**src/rtl/rf_wb_arbiter_if.sv**
```systemverilog
// rtl/rf_wb_arbiter_if.sv - writeback requester, write-port and scoreboard signal bundle
interface rf_wb_arbiter_if #(
  parameter int NUM_REQ = 3,
  parameter int XLEN    = 32
);
  logic [NUM_REQ-1:0]      req_valid;
  logic [NUM_REQ-1:0]      req_ready;
  logic [NUM_REQ*5-1:0]    req_rd;
  logic [NUM_REQ*XLEN-1:0] req_data;
  logic                    rf_we;
  logic [4:0]              rf_rd;
  logic [XLEN-1:0]         rf_rd_data;
  logic                    issue_valid;
  logic [4:0]              issue_rd;
  logic                    issue_ready;
  logic [4:0]              rs1;
  logic [4:0]              rs2;
  logic                    rs1_busy;
  logic                    rs2_busy;

  modport master (
    output req_valid, req_rd, req_data, issue_valid, issue_rd, rs1, rs2,
    input  req_ready, rf_we, rf_rd, rf_rd_data, issue_ready, rs1_busy, rs2_busy
  );

  modport slave (
    input  req_valid, req_rd, req_data, issue_valid, issue_rd, rs1, rs2,
    output req_ready, rf_we, rf_rd, rf_rd_data, issue_ready, rs1_busy, rs2_busy
  );
endinterface

```
**src/rtl/rf_wb_arbiter.sv**
```systemverilog
// rtl/rf_wb_arbiter.sv - round-robin register-file write-port arbiter with pending-write scoreboard
module rf_wb_arbiter #(
  parameter int NUM_REQ = 3,
  parameter int XLEN    = 32,
  parameter int CNT_W   = 2
) (
  input logic           clk,
  input logic           reset,
  rf_wb_arbiter_if.slave bus
);
  localparam int PTR_W = (NUM_REQ > 1) ? $clog2(NUM_REQ) : 1;
  localparam logic [CNT_W-1:0] CNT_MAX = '1;

  logic [PTR_W-1:0]   ptr;
  logic               grant_any;
  logic [PTR_W-1:0]   grant_idx;
  logic [NUM_REQ-1:0] grant;
  logic [4:0]         sel_rd;
  logic [XLEN-1:0]    sel_data;
  logic               xfer;

  logic               we_q;
  logic [4:0]         rd_q;
  logic [XLEN-1:0]    data_q;

  logic [CNT_W-1:0]   cnt [32];
  logic               issue_sat;
  logic               issue_fire;

  // Round-robin winner: first valid above the last winner, then wrap to the lowest index.
  always_comb begin
    grant_any = 1'b0;
    grant_idx = '0;
    for (int i = 0; i < NUM_REQ; i++) begin
      if (!grant_any && (PTR_W'(i) > ptr) && bus.req_valid[i]) begin
        grant_any = 1'b1;
        grant_idx = PTR_W'(i);
      end
    end
    for (int i = 0; i < NUM_REQ; i++) begin
      if (!grant_any && (PTR_W'(i) <= ptr) && bus.req_valid[i]) begin
        grant_any = 1'b1;
        grant_idx = PTR_W'(i);
      end
    end
  end

  // One-hot grant and the winner's destination/data steered toward the write port.
  always_comb begin
    grant    = '0;
    sel_rd   = '0;
    sel_data = '0;
    for (int i = 0; i < NUM_REQ; i++) begin
      if (grant_any && (grant_idx == PTR_W'(i))) begin
        grant[i] = 1'b1;
        sel_rd   = bus.req_rd[5*i +: 5];
        sel_data = bus.req_data[XLEN*i +: XLEN];
      end
    end
  end

  assign xfer          = grant_any && !reset;
  assign bus.req_ready = reset ? '0 : grant;

  // Registered write port; a write to x0 is swallowed here so reg_file never sees it.
  always_ff @(posedge clk) begin
    if (reset) begin
      we_q   <= 1'b0;
      rd_q   <= '0;
      data_q <= '0;
      ptr    <= PTR_W'(NUM_REQ - 1);
    end else begin
      we_q <= xfer && (sel_rd != 5'd0);
      if (xfer) begin
        rd_q   <= sel_rd;
        data_q <= sel_data;
        ptr    <= grant_idx;
      end
    end
  end

  assign bus.rf_we      = we_q;
  assign bus.rf_rd      = rd_q;
  assign bus.rf_rd_data = data_q;

  // A full counter can still take an issue when the same register retires in this cycle.
  assign issue_sat       = (cnt[bus.issue_rd] == CNT_MAX) && !(we_q && (rd_q == bus.issue_rd));
  assign bus.issue_ready = !reset && !issue_sat;
  assign issue_fire      = bus.issue_valid && bus.issue_ready && (bus.issue_rd != 5'd0);

  // Pending-write counters: issue increments, commit decrements, both together cancel.
  always_ff @(posedge clk) begin
    cnt[0] <= '0;
    for (int r = 1; r < 32; r++) begin
      if (reset) begin
        cnt[r] <= '0;
      end else if (issue_fire && (bus.issue_rd == 5'(r)) && !(we_q && (rd_q == 5'(r)))) begin
        cnt[r] <= cnt[r] + CNT_W'(1);
      end else if (we_q && (rd_q == 5'(r)) && !(issue_fire && (bus.issue_rd == 5'(r)))
                   && (cnt[r] != '0)) begin
        cnt[r] <= cnt[r] - CNT_W'(1);
      end
    end
  end

  assign bus.rs1_busy = (bus.rs1 != 5'd0) && (cnt[bus.rs1] != '0);
  assign bus.rs2_busy = (bus.rs2 != 5'd0) && (cnt[bus.rs2] != '0);

  // Every committed write must retire a write that decode previously issued.
  always @(posedge clk) begin
    if (!reset && we_q) begin
      assert (cnt[rd_q] != '0);
    end
  end
endmodule

```
**src/flat_wrapper.sv**
```systemverilog
// flat-port wrapper written by rule: the top's interface ports become plain ports
module rf_wb_arbiter_flat 
#(
  parameter int NUM_REQ = 3,
  parameter int XLEN    = 32,
  parameter int CNT_W   = 2
)
  (clk, reset, bus_req_valid, bus_req_rd, bus_req_data, bus_issue_valid, bus_issue_rd, bus_rs1, bus_rs2, bus_req_ready, bus_rf_we, bus_rf_rd, bus_rf_rd_data, bus_issue_ready, bus_rs1_busy, bus_rs2_busy);
  rf_wb_arbiter_if #(.NUM_REQ(NUM_REQ), .XLEN(XLEN)) bus_i ();
  input logic clk;
  input logic reset;
  input wire logic [$bits(bus_i.req_valid)-1:0] bus_req_valid;
  input wire logic [$bits(bus_i.req_rd)-1:0] bus_req_rd;
  input wire logic [$bits(bus_i.req_data)-1:0] bus_req_data;
  input wire logic [$bits(bus_i.issue_valid)-1:0] bus_issue_valid;
  input wire logic [$bits(bus_i.issue_rd)-1:0] bus_issue_rd;
  input wire logic [$bits(bus_i.rs1)-1:0] bus_rs1;
  input wire logic [$bits(bus_i.rs2)-1:0] bus_rs2;
  output wire logic [$bits(bus_i.req_ready)-1:0] bus_req_ready;
  output wire logic [$bits(bus_i.rf_we)-1:0] bus_rf_we;
  output wire logic [$bits(bus_i.rf_rd)-1:0] bus_rf_rd;
  output wire logic [$bits(bus_i.rf_rd_data)-1:0] bus_rf_rd_data;
  output wire logic [$bits(bus_i.issue_ready)-1:0] bus_issue_ready;
  output wire logic [$bits(bus_i.rs1_busy)-1:0] bus_rs1_busy;
  output wire logic [$bits(bus_i.rs2_busy)-1:0] bus_rs2_busy;
  assign bus_i.req_valid = bus_req_valid;
  assign bus_i.req_rd = bus_req_rd;
  assign bus_i.req_data = bus_req_data;
  assign bus_i.issue_valid = bus_issue_valid;
  assign bus_i.issue_rd = bus_issue_rd;
  assign bus_i.rs1 = bus_rs1;
  assign bus_i.rs2 = bus_rs2;
  assign bus_req_ready = bus_i.req_ready;
  assign bus_rf_we = bus_i.rf_we;
  assign bus_rf_rd = bus_i.rf_rd;
  assign bus_rf_rd_data = bus_i.rf_rd_data;
  assign bus_issue_ready = bus_i.issue_ready;
  assign bus_rs1_busy = bus_i.rs1_busy;
  assign bus_rs2_busy = bus_i.rs2_busy;
  rf_wb_arbiter #(.NUM_REQ(NUM_REQ), .XLEN(XLEN), .CNT_W(CNT_W)) u_core (.clk(clk), .reset(reset), .bus(bus_i));
endmodule
```
**config.mk**
```make
export PLATFORM = sky130hd
export DESIGN_NAME = rf_wb_arbiter_flat
export DESIGN_NICKNAME = d
export VERILOG_FILES = /design/src/rtl/rf_wb_arbiter_if.sv /design/src/rtl/rf_wb_arbiter.sv /design/src/flat_wrapper.sv
export SDC_FILE = /design/constraint.sdc
export NUM_CORES = 1
export LEC_CHECK = 0
export ABC_AREA = 1
export CAP_MARGIN = 20
export CORE_MARGIN = 2
export CORE_UTILIZATION = 52
export DETAILED_ROUTE_END_ITERATION = 10
export GPL_TIMING_DRIVEN = 1
export PLACE_DENSITY_LB_ADDON = 0.15
export RECOVER_POWER = 25
export SYNTH_ARGS = -nofsm -noshare
export SYNTH_HDL_FRONTEND = slang
export SYNTH_SLANG_ARGS = --single-unit
```
**constraint.sdc**
```tcl
create_clock -name clk -period 2.5 [get_ports clk]
set_input_delay 0.5 -clock clk [delete_from_list [all_inputs] [get_ports clk]]
set_output_delay 0.5 -clock clk [all_outputs]
set_load 0.01 [all_outputs]
```
==> impl_metrics.tcl <==
set metrics [dict create \
    route.detailed.drc 0 \
    htreeDepth 3 \
    ant_nets 0 \
    cts_tree "done" \
    worst_slew_pin_slew_ns 0.579 \
    grt_util_all_layers_pct 36.4 \
    synth_nets 1381 \
    routedWlPerCell_um 18.2 \
    worst_setup_path_end_kind "output pin" \
    wl_mm 30.1 \
    numPortBuffers 175 \
    clk_pin_slew_ns 0.08 \
    maxCapViolCount 0 \
    yosysUniqueCellTypes 35 \
    synthesis.area_um2 8030 \
    num_vias 9720 \
    routed-wl-met2_mm 14.6 \
    synthCells 1219 \
    top_layer_used "met4" \
    numClockSinks 102 \
    cts_buffers 9 \
    setup_violations 0 \
    start_util_pct 53.0 \
    nets 1629 \
    num_rows 45 \
    viasPerCell 5.86 \
    period_minus_slack_ns 2.42 \
    p_leak_nw 4.91 \
    critPathMaxStageDelay_ns 0.51 \
    critical_path.startpoint_type "flop" \
    worstPathRequired_ns 2.00 \
    wl_met3_mm 2.77 \
    critPathMaxFanout 5 \
    io_pins 176 \
    drv_slew 0 \
    fp.dieW_um 128 \
    fin_cells 1660 \
    fill_cells 1233 \
    first_pass_iters 6 \
    status "finished clean" \
    hold_violations 0 \
    clkLatencyLatePin_ns 0.37 \
    max_slew_margin_pct 61.0 \
    setup_ws_ns 0.0794 \
    antenna_found_initial 0 \
    power_density_nw_per_um2 434 \
    layout.area.seq_um2 2660 \
    cp_data_arrival_time_ns 1.92 \
    dp_slack_ns -0.651 \
    syn_to_final_growth_pct 40.4 \
    crit_family "simple AND/OR/NAND/NOR gates" \
    clockRootBuffer "clkbuf_16" \
    core_area_um2 15100 \
    cts_buffer_depth 2 \
    hpwl_mm 22.8 \
    max_freq_mhz 413 \
    synth-seq-area-share_pct 33.2 \
    cpMostUsedCell "nand2_1" \
    synth_warnings 0 \
    hp-class "reg -> reg" \
    critPathKind "reg -> out" \
    synth_top_family_by_area "simple AND/OR/NAND/NOR gates" \
    synthMuxAreaShare_pct 0 \
    grt_pass1_vias 9286 \
    synth_compound_area_share_pct 13.0 \
    antenna_cells 0 \
    fin_skew_ns 0.00877 \
    ys_ff_latch 102 \
    die_y_um 128 \
    slowest_stage "edfxtp_1" \
    layout_commonest_cell "nand2_1" \
    post-route-period-util_pct 96.8 \
    ir_drop_mv 0.374 \
    placedCellCount 1634 \
    crit_buf_inv 1 \
    wl_met1_mm 11.4 \
    die_area_um2 16500 \
    yosys.area_share.simple_pct 38.3 \
    whs_ns 0.473 \
    synth-xor-area-share_pct 0.109 \
    grt_max_degree 38 \
    final_layout_size_suffix_gt1_share_pct 13.9 \
    final_cell_mix "nand2_1 (316), clkdlybuf4s50_1 (158), inv_1 (137)" \
    multi_input_area_um2 4640 \
    cts_hold_buffers 0 \
    synth_adder_area_share_pct 4.68 \
    grt_pass1_wl_mm 46.7 \
    drt_iter0_markers 864 \
    avgSynthCellArea_um2 6.59 \
    grt_overflow 0 \
    worstPathCellList "nor2_1 > nor2_1 > a21oi_1 > nand4_1 > nand3_1 > nand2_1 > nand2_1 > nand2_1 > clkbuf_2" \
    place.gp.congestion 1.02 \
]
synth_stat cells, drive strengths merged:
cell / instances / share of area (%)
a21oi: 40 / 2.5
a221oi: 1 / 0.11
a22oi: 32 / 3.0
a31oi: 5 / 0.39
buf: 34 / 2.4
clkbuf: 30 / 1.4
clkinv: 1 / 0.047
dfxtp: 40 / 10
edfxtp: 62 / 23
ha: 30 / 4.7
inv: 147 / 6.9
nand2: 322 / 15
nand3: 132 / 8.4
nand3b: 1 / 0.094
nand4: 60 / 4.7
nor2: 135 / 6.7
nor3: 41 / 2.6
nor4: 10 / 0.78
o2111ai: 1 / 0.11
o211a: 1 / 0.12
o211ai: 8 / 0.75
o21ai: 64 / 4.0
o22ai: 6 / 0.47
o311ai: 10 / 1.1
o31ai: 1 / 0.094
o32ai: 1 / 0.11
o41ai: 3 / 0.33
xor2: 1 / 0.11
cells by family (layout without fill, tap and decap cells):
family / Yosys count / after routing
and+or+nand+nor: 701 / 701
DFF: 102 / 102
adders and majority gates: 30 / 30
AOI/OAI and AO/OA: 173 / 173
buffers and inverters: 212 / 465
xor gates and xnor gates: 1 / 1
timing repair:
action / 4_1_cts / 5_1_grt
pin swaps: 5 / 3
gates resized for setup: 52 / 46
cloned: 1 / 3
setup buffers: 1 / 5
setup endpoints to repair: 130 / 125
cell type report:
cell class | count | share of cell area [%]
Inverter | 148 | 5.02
Clock buffer | 9 | 2.00
Sequential cell | 102 | 23.6
Clock inverter | 7 | 0.932
Tap cell | 188 | 2.09
Timing Repair Buffer | 301 | 25.2
Multi-Input combinational cell | 905 | 41.2
tightest hold or removal path: stages (launching register included):
cell     delay (ns)
dfxtp_1        0.32
nand2_1        0.06
a21oi_1        0.05
path summary, 6_finish.rpt:
path	startpoint	endpoint	slack [ns]	depth (start not counted)
worst max register to register	u_core.cnt[19][0]	u_core.cnt[2][0]	0.17	16
worst min-delay path	u_core.ptr[0]	u_core.ptr[0]	0.47	2
worst min register to register	u_core.ptr[0]	u_core.ptr[0]	0.47	2
worst max-delay path	u_core.cnt[16][0]	bus_rs1_busy	0.08	9
registers in the layout, summed over array words and instances, names as in the netlist:
signal                 cells
u_core.bus.rf_rd_data     32
u_core.cnt                62
u_core.bus.rf_rd           5
u_core.bus.rf_we           1
u_core.ptr                 2
through the flow:
| step | cell area (um2) | setup TNS, ns | util [%] | power (mW) |
|---|---|---|---|---|
| finish | 11300 | 0 | 74.4 | 4.90 |
| global route | 11300 | -0.00136 | 74.4 | 5.08 |
| CTS | 11100 | -0.0839 | 73.0 | 4.83 |
| detailed placement | 10700 | -74.01 | 70.4 | 3.25 |
| global placement | 10700 | -66.54 | 70.4 | 3.23 |
| floorplan | 8030 | 0 | - | 2.60 |
power breakdown:
part	internal, mW	total, mW	switching (mW)
logic	0.623	1.35	0.723
clock network	0.895	1.60	0.708
registers	1.86	1.95	0.0839
routing by layer:
layer / GRT usage [%] / up-vias
li1: - / 4646
met1: 44.0 / 4420
met2: 62.6 / 548
met3: 6.43 / 106
met4: 17.7 / 0
met5: 0 / -
(Power assumes the default switching activity.)
